### src/rtl/pingpong_frame_streamer.sv
// Drains one full ping-pong buffer per frame and serializes it as bytes: SYNC, frame number, samples LSB-first.
// Define STREAMER_CHECKSUM_EN to append an 8-bit modulo-256 sum of the payload bytes.
module pingpong_frame_streamer #(
    parameter int         WIDTH            = 36,
    parameter int         DEPTH            = 256,
    parameter logic [7:0] SYNC_BYTE        = 8'hA5,
    parameter int         ADDR_WIDTH       = $clog2(DEPTH),
    parameter int         BYTES_PER_SAMPLE = (WIDTH + 7) / 8
) (
    input  logic                    clk_i,
    input  logic                    rst_i,
    input  logic                    buffer_ready_i,
    input  logic signed [WIDTH-1:0] read_data_i,
    input  logic                    read_valid_i,
    output logic                    read_ready_o,
    output logic [7:0]              tx_data_o,
    output logic                    tx_valid_o,
    input  logic                    tx_ready_i,
    output logic                    busy_o,
    output logic [ADDR_WIDTH:0]     sample_count_o,
    output logic [15:0]             frame_count_o,
    output logic                    frame_dropped_o
);

    localparam int SHIFT_W = BYTES_PER_SAMPLE * 8;
    localparam int IDX_W   = (BYTES_PER_SAMPLE > 1) ? $clog2(BYTES_PER_SAMPLE) : 1;
    localparam int CNT_W   = ADDR_WIDTH + 1;

    localparam logic [IDX_W-1:0] LAST_IDX    = IDX_W'(BYTES_PER_SAMPLE - 1);
    localparam logic [CNT_W-1:0] LAST_SAMPLE = CNT_W'(DEPTH - 1);

    localparam logic [2:0] IDLE  = 3'd0;
    localparam logic [2:0] HDR0  = 3'd1;
    localparam logic [2:0] HDR1  = 3'd2;
    localparam logic [2:0] FETCH = 3'd3;
    localparam logic [2:0] SEND  = 3'd4;
`ifdef STREAMER_CHECKSUM_EN
    localparam logic [2:0] CSUM  = 3'd5;
`endif

    logic [2:0]         state;
    logic [SHIFT_W-1:0] sample_ext;
    logic [SHIFT_W-1:0] shift_reg;
    logic [IDX_W-1:0]   byte_idx;
    logic               tx_hs;
    logic               rd_hs;
    logic               last_byte;
    logic               last_sample;
`ifdef STREAMER_CHECKSUM_EN
    logic [7:0]         csum;
`endif

    // Size cast of a signed operand sign-extends, filling the top of the last byte with the sign bit.
    assign sample_ext   = SHIFT_W'(read_data_i);

    assign read_ready_o = (state == FETCH);
    assign busy_o       = (state != IDLE);
    assign tx_hs        = tx_valid_o && tx_ready_i;
    assign rd_hs        = read_valid_i && read_ready_o;
    assign last_byte    = (byte_idx == LAST_IDX);
    assign last_sample  = (sample_count_o == LAST_SAMPLE);

    always_ff @(posedge clk_i or posedge rst_i) begin
        if (rst_i) begin
            state           <= IDLE;
            shift_reg       <= '0;
            byte_idx        <= '0;
            tx_data_o       <= '0;
            tx_valid_o      <= 1'b0;
            sample_count_o  <= '0;
            frame_count_o   <= '0;
            frame_dropped_o <= 1'b0;
`ifdef STREAMER_CHECKSUM_EN
            csum            <= '0;
`endif
        end else begin
            // A start request is only honoured from IDLE; the final-handshake cycle still counts as busy.
            frame_dropped_o <= buffer_ready_i && busy_o;

            case (state)
                IDLE: begin
                    if (buffer_ready_i) begin
                        state          <= HDR0;
                        sample_count_o <= '0;
                        tx_data_o      <= SYNC_BYTE;
                        tx_valid_o     <= 1'b1;
`ifdef STREAMER_CHECKSUM_EN
                        csum           <= '0;
`endif
                    end
                end

                HDR0: begin
                    if (tx_hs) begin
                        state     <= HDR1;
                        tx_data_o <= frame_count_o[7:0];
                    end
                end

                HDR1: begin
                    if (tx_hs) begin
                        state      <= FETCH;
                        tx_valid_o <= 1'b0;
                    end
                end

                // shift_reg keeps only the bytes not yet presented on tx_data_o.
                FETCH: begin
                    if (rd_hs) begin
                        state      <= SEND;
                        shift_reg  <= sample_ext >> 8;
                        tx_data_o  <= sample_ext[7:0];
                        tx_valid_o <= 1'b1;
                        byte_idx   <= '0;
                    end
                end

                SEND: begin
                    if (tx_hs) begin
`ifdef STREAMER_CHECKSUM_EN
                        csum <= csum + tx_data_o;
`endif
                        if (!last_byte) begin
                            byte_idx  <= byte_idx + 1'b1;
                            tx_data_o <= shift_reg[7:0];
                            shift_reg <= shift_reg >> 8;
                        end else if (!last_sample) begin
                            sample_count_o <= sample_count_o + 1'b1;
                            state          <= FETCH;
                            tx_valid_o     <= 1'b0;
                        end else begin
`ifdef STREAMER_CHECKSUM_EN
                            sample_count_o <= sample_count_o + 1'b1;
                            state          <= CSUM;
                            tx_data_o      <= csum + tx_data_o;
`else
                            sample_count_o <= '0;
                            state          <= IDLE;
                            tx_valid_o     <= 1'b0;
                            frame_count_o  <= frame_count_o + 16'd1;
`endif
                        end
                    end
                end

`ifdef STREAMER_CHECKSUM_EN
                CSUM: begin
                    if (tx_hs) begin
                        sample_count_o <= '0;
                        state          <= IDLE;
                        tx_valid_o     <= 1'b0;
                        frame_count_o  <= frame_count_o + 16'd1;
                    end
                end
`endif

                default: begin
                    state      <= IDLE;
                    tx_valid_o <= 1'b0;
                end
            endcase
        end
    end

endmodule

### config.mk
export PLATFORM = sky130hd
export DESIGN_NAME = pingpong_frame_streamer
export DESIGN_NICKNAME = d
export VERILOG_FILES = /design/src/rtl/pingpong_frame_streamer.sv
export SDC_FILE = /design/constraint.sdc
export NUM_CORES = 1
export LEC_CHECK = 0
export CORE_UTILIZATION = 30
export DETAILED_ROUTE_END_ITERATION = 7
export PLACE_DENSITY_LB_ADDON = 0.12
export SYNTH_ARGS = -nofsm -noshare
export SYNTH_HDL_FRONTEND = slang
export SYNTH_SLANG_ARGS = --single-unit
export TNS_END_PERCENT = 50
### constraint.sdc
create_clock -name clk_i -period 2.9 [get_ports clk_i]
set_clock_uncertainty 0.1 [all_clocks]
set_input_delay 0.29 -clock clk_i [delete_from_list [all_inputs] [get_ports clk_i]]
set_output_delay 0.29 -clock clk_i [all_outputs]
set_load 0.05 [all_outputs]
Yosys cells after proc, flatten, opt, wreduce, memory -nomap -nowiden
Cells that the tools add are included.
- register bits after elaboration: 81
- bits of input ports: 41
- output and inout port bits: 37
- word-level logic and storage cells: 72
- add/sub/neg operators: 3
- eq/ne operators: 13
- muxes and demuxes: 33
- bitwise logic cells: 1
- reductions and logical operators: 14
- operator list (operator ; count):
    $mux W40 ; 3
    $pmux W40 S2 ; 1
    $mux W8 ; 5
    $mux W9 ; 4
    $pmux W8 S4 ; 1
    $mux W3 ; 9
    $pmux W9 S2 ; 1
    $reduce_and A6 Y1 ; 3
    $add A16 B1 Y16 const B ; 1
    $pmux W3 S5 ; 1
    $ne A2 B2 Y1 const B ; 6
    $reduce_and A4 Y1 ; 3
    $add A9 B1 Y9 const B ; 1
    $eq A9 B8 Y1 const B ; 1
    $eq A3 B2 Y1 const B ; 2
    $eq A3 B3 Y1 const B ; 2
    $pmux W3 S2 ; 1
    $mux W1 ; 5
    $pmux W1 S5 ; 1
    $reduce_bool A2 Y1 ; 2
    $reduce_bool A4 Y1 ; 1
    $add A3 B1 Y3 const B ; 1
    $eq A3 B1 Y1 const B ; 1
    $logic_and A1 B1 Y1 ; 3
    5 further kinds ; 5

Longest topological paths before layout
Gate-level depths: netlist of run 1.
- word-level depth: 5
- mapped depth: 8
- gate-level depth less buffers: 6

Least setup slack after synthesis of run 1
Ideal clock, no wire load.
- kind: reg-to-reg
- from: reg sample_count_o[0]
- to: reg frame_count_o[15]
- library setup time: 0.082 ns
- data arrival time: 1.942 ns
- data required time: 2.718 ns
- slack: 0.777 ns
- stages on the path, launching flop included: 6
- buffers on the path: 0
- clock period less this slack: 2.123 ns
- cells stage by stage: dfrtp_1 > ha_1 > and4b_1 > nand4_1 > nor4_1 > xor2_1
- cells in the longest elaborated chain, start to end: 2
- RTL lines (element ; line ; source):
    from (decl) ; 20 ; output logic [ADDR_WIDTH:0] sample_count_o,
    from (signal assigned) ; 128 ; sample_count_o <= sample_count_o + 1'b1;
    $eq A9 B8 Y1 ; 61 ; assign last_sample = (sample_count_o == LAST_SAMPLE);
    $reduce_and A4 Y1 (no source line) ; - ;
    to (signal assigned) ; 140 ; frame_count_o <= frame_count_o + 16'd1;
    to (decl) ; 21 ; output logic [15:0] frame_count_o,
No other way between the ends.
A chain may end at the register's enable or synchronous reset.

Worst setup path after layout of run 1
- from: reg state[0]
- to: out busy_o
- cells in the longest elaborated chain, start to end: 1
- RTL lines (element ; line ; source):
    from (decl) ; 41 ; logic [2:0] state;
    from (signal assigned) ; 65 ; state <= IDLE;
    from (signal assigned) ; 83 ; state <= HDR0;
    from (signal assigned) ; 95 ; state <= HDR1;
    $reduce_bool A3 Y1 ; 57 ; assign busy_o = (state != IDLE);
    to (decl) ; 19 ; output logic busy_o,
No other way between the ends.

==> reports/results.txt, run 1 <==
Using the TritonRoute via totals, the vias-per-cell ratio works out to 4.96. The logs give 0 for the post-CTS setup repair buffer count and 0 for the number of hold buffers added after CTS. After synthesis the cells add up to 3510 um^2. The synthesized design contains 69 register bits. The tool flagged a number of max-cap violations equal to 0.

Ranked by total cell area, the synthesized netlist is headed by sky130_fd_sc_hd__dfrtp_1 (49%), sky130_fd_sc_hd__o22ai_2 (6.4%), sky130_fd_sc_hd__inv_1 (4.1%), sky130_fd_sc_hd__a21oi_1 (3.6%), sky130_fd_sc_hd__xnor2_1 (2.7%). The post-synthesis average cell area is 10.3 um^2, and the post-place instance area is 4430 um^2. For the post-detailed-route DRC marker count, the log shows 0.

The most used flip-flop cell after synthesis is sky130_fd_sc_hd__dfrtp_1. Clock tree synthesis inserted a total of 9 buffers. Worst min-delay path class: input pin to asynchronous set/reset pin.

Number of violations reported at the end of detailed-routing iteration 0: 142. In the final routed layout, each cell accounts on average for 16.1 um. The family of cells with the greatest summed delay on the critical path is buffers and inverters. The repair_antennas step left the layout with diodes totalling 0.

The later pin in the worst-skew pair is clocked with a latency of 0.33 ns. Setup repair after global routing left no endpoint under its margin. Static timing analysis puts the maximum clock frequency at 0.389 GHz. The slowest stage of the critical path belongs to the cell sky130_fd_sc_hd__clkdlybuf4s50_1. For this run, the detailed router's first-pass iteration total came to 4. Post-detailed-placement half-perimeter wirelength: 6570 um.

Area share of the leading cell type in the synthesized netlist: 49.1%. In this design, the stage delay of the slowest critical-path cell is 0.71 ns. Setup violations remaining at the end of the flow were counted as 0. Traced cell by cell, the critical path runs through nor3_1, inv_1, clkdlybuf4s50_1. The cell count after synthesis came out at 342.

Summed over all layers, the routed wires come to 9090 um. The floorplan step defined a core boundary enclosing 11400 um^2. The tree is rooted in a sky130_fd_sc_hd__clkbuf_16. The register with the most flip-flops in the layout has 28 of them.

CTS saw 69 sinks. The number of nets in the final layout was 464. The maximum number of pins on one net before global-route repair came out at 38.

The proportion of layout cells with a drive suffix above 1 works out to 12.8%. The chip height was 110 um. TritonCTS built the clock tree.

The power per cell area was 878 nW/um^2; the headroom to the max-slew limit was 52.0%. The number of antenna violations at the first check in global routing is 0, and the worst-margin pin slew is 0.718 ns. The global-route total usage across every layer came out at 16.0%.

Number of H-tree levels: 3. The number of warnings printed during yosys synthesis came out at 0. For the pre-CTS setup slack, the log shows 0.422 ns.

The final RePlAce weighted congestion is 0.766. The via count of the first global-routing pass is 2837, and the shortest period the worst path allows is 2.57 ns. The tools report the final number of max-transition violations as 0. The die covers 12200 um^2. In the finished design, the share of the clock period the worst path needs comes to 88.7%.

Global routing finished with a remaining overflow of 0. The worst setup path is of the flip-flop to primary output kind. Buffers placed on the I/O ports in this run total 77. The floorplan row count is 39. The logs give 4750 um^2 for the final standard cell area without fillers and 0 for the number of hold-slack violations in the final timing report.

In this run the static leakage power is 2.08 nW. The run finished with clean final reports. The starting density of the core is 30.8%, and the number of synthesized flops with an enable pin is 0.

The maximum fanout count along the critical path works out to 18. STA classifies the critical path endpoint as a primary output. The longest clock path from root to sink contains 2 buffers. For this run, the register share of the synthesized area comes to 49.1%.

Data arrives at the worst endpoint at 2.18 ns. In this run, post-CTS repair resized a total of 0 instances. The tools report the net count of the mapped netlist as 387. The routed layout has 2809 vias.

The first global-routing pass estimated 14500 um of wire. Of all cell types, the one taking the most synthesized area is sky130_fd_sc_hd__dfrtp_1. The number of buffers and inverters on the critical path is 2. Summed over all failing endpoints, the final setup total negative slack is 0 ns. 78 I/O pins were placed.

The share of synthesized registers carrying an async set or reset was 100%. The final worst-path setup slack was 0.328 ns; the number of unique standard cell types used by synthesis was 52. The area overhead of the layout relative to synthesis is 35.1%, and the number of nets still failing antenna checks after routing is 0. Measured along the x axis, the die boundary spans 110 um. The run gives 4.17 mW as the sum of internal, switching and leakage power. After clock tree synthesis, the clock-pin slew on the worst setup and hold paths is 0.06 ns. The worst setup path is launched from a flip-flop. The logs give 533 uV for the maximum VDD drop and 2.51 ns for the required arrival time at the worst endpoint.
==> worst reg2reg max path, delay by kind of cell, from the launching register on <==
| family | cells | cell delay (ns) |
|---|---|---|
| AO/OA/AOI/OAI | 2 | 0.83 |
| buffers and inverters | 1 | 0.30 |
| flip-flops | 1 | 0.68 |
| AND/OR/NAND/NOR | 1 | 0.50 |
==> cells in the mapped netlist, types with 2 or more instances <==
cell type,n
sky130_fd_sc_hd__a221o_1,6
sky130_fd_sc_hd__o31ai_1,3
sky130_fd_sc_hd__ha_1,4
sky130_fd_sc_hd__inv_1,38
sky130_fd_sc_hd__nor4_1,2
sky130_fd_sc_hd__clkbuf_1,7
sky130_fd_sc_hd__nor2_1,10
sky130_fd_sc_hd__nand2_1,22
sky130_fd_sc_hd__buf_6,3
sky130_fd_sc_hd__nand3_1,11
sky130_fd_sc_hd__buf_2,8
sky130_fd_sc_hd__o211ai_2,2
sky130_fd_sc_hd__mux2i_1,5
sky130_fd_sc_hd__xnor2_1,11
sky130_fd_sc_hd__nor3_1,3
sky130_fd_sc_hd__xor2_1,4
sky130_fd_sc_hd__a2bb2oi_1,4
sky130_fd_sc_hd__o22ai_2,18
sky130_fd_sc_hd__a21oi_1,25
sky130_fd_sc_hd__and3_1,3
sky130_fd_sc_hd__and2_1,5
sky130_fd_sc_hd__dfrtp_1,69
sky130_fd_sc_hd__o21ai_0,16
sky130_fd_sc_hd__nor2b_1,2
sky130_fd_sc_hd__o22ai_1,7
sky130_fd_sc_hd__a22oi_1,7
sky130_fd_sc_hd__nand4_1,12
sky130_fd_sc_hd__a31oi_1,3
sky130_fd_sc_hd__and4_1,5
sky130_fd_sc_hd__mux2_2,5
==> power by group <==
group	switching [mW]	leakage [nW]	internal (mW)	total (mW)
Combinational	0.922	1.09	0.629	1.55
Clock	0.432	0.147	0.748	1.18
Sequential	0.224	0.852	1.21	1.44
Total	1.58	2.08	2.59	4.17
==> layout by cell type, fill, tap and decap left out, types with 2 or more instances in the layout <==
cell and instances:
sky130_fd_sc_hd__xor2_1 4, sky130_fd_sc_hd__nand3_1 11, sky130_fd_sc_hd__xnor2_1 11, sky130_fd_sc_hd__o21ai_0 16, sky130_fd_sc_hd__a22oi_1 7, sky130_fd_sc_hd__a21oi_1 25, sky130_fd_sc_hd__clkbuf_16 9, sky130_fd_sc_hd__o211ai_2 2
sky130_fd_sc_hd__o22ai_1 7, sky130_fd_sc_hd__o22ai_2 18, sky130_fd_sc_hd__a221o_1 6, sky130_fd_sc_hd__o31ai_1 3, sky130_fd_sc_hd__inv_1 37, sky130_fd_sc_hd__nand4_1 12, sky130_fd_sc_hd__nor2_1 10, sky130_fd_sc_hd__bufinv_16 2
sky130_fd_sc_hd__and2_1 5, sky130_fd_sc_hd__dfrtp_1 69, sky130_fd_sc_hd__nor2b_1 2, sky130_fd_sc_hd__and3_1 3, sky130_fd_sc_hd__ha_1 4, sky130_fd_sc_hd__and4_1 5, sky130_fd_sc_hd__a2bb2oi_1 4, sky130_fd_sc_hd__buf_4 9
sky130_fd_sc_hd__a31oi_1 3, sky130_fd_sc_hd__nor4_1 2, sky130_fd_sc_hd__nor3_1 3, sky130_fd_sc_hd__nand2_1 22, sky130_fd_sc_hd__clkdlybuf4s50_1 76, sky130_fd_sc_hd__mux2_2 5, sky130_fd_sc_hd__clkinvlp_4 2, sky130_fd_sc_hd__mux2i_1 5
==> logic make-up (layout without fill, tap and decap cells) <==
logic type | count (synthesis) | count (layout) | share of synthesized area, %
xor gates and xnor gates | 15 | 15 | 3.74
and+or+nand+nor | 84 | 84 | 13.1
muxes | 10 | 10 | 3.03
DFF | 69 | 69 | 49.1
AOI/OAI and AO/OA | 102 | 102 | 22.4
adders and majority gates | 4 | 4 | 1.42
buffers and inverters | 58 | 139 | 7.16
==> area by class of cell <==
class	count	area, um^2
clock buffer	9	225
clock inverter	6	88.8
sequential	69	1730
inverter	38	143
fill	1140	6670
tap	143	179
multi-input combinational	215	1540
timing repair buffer	86	848
==> stage by stage <==
stage	cells	util, %	hold WS [ns]
after global routing	566	41.6	0.0626
after floorplan	342	-	0.319
after detailed placement	551	38.8	0.356
after global placement	551	38.8	0.355
final	566	41.6	0.0461
after CTS	566	41.6	0.0439
==> layer usage <==
metal,wire [um],vias to the layer above,GRT usage [%]
li1,-,1390,-
met1,4430,1353,22.3
met2,4230,56,24.6
met3,291,10,2.82
met4,135,0,6.02
met5,0,-,0
==> worst paths after layout <==
| check | startpoint | endpoint | slack, ns | depth (start not counted) |
|---|---|---|---|---|
| worst max-delay path | state[0]$_DFFE_PP0P_ | busy_o | 0.33 | 3 |
| worst min-delay path | rst_i | sample_count_o[1]$_DFFE_PP0P_ | 0.05 | 2 |
| worst max register to register | state[0]$_DFFE_PP0P_ | shift_reg[13]$_DFFE_PP0P_ | 0.38 | 4 |
| worst min register to register | frame_count_o[15]$_DFFE_PP0P_ | frame_count_o[15]$_DFFE_PP0P_ | 0.36 | 1 |
| max in group asynchronous | rst_i | shift_reg[13]$_DFFE_PP0P_ | 1.94 | 3 |
| min in group clk_i | frame_count_o[15]$_DFFE_PP0P_ | frame_count_o[15]$_DFFE_PP0P_ | 0.36 | 1 |
No activity file was read; power rests on OpenSTA's default activity.
==> run 2: changes to the inputs <==
Settings changed: ABC_CLOCK_PERIOD_IN_PS set to 2900.
==> results of run 2 <==
Same layout as run 1: the final DEF is identical, and so are final timing and power.
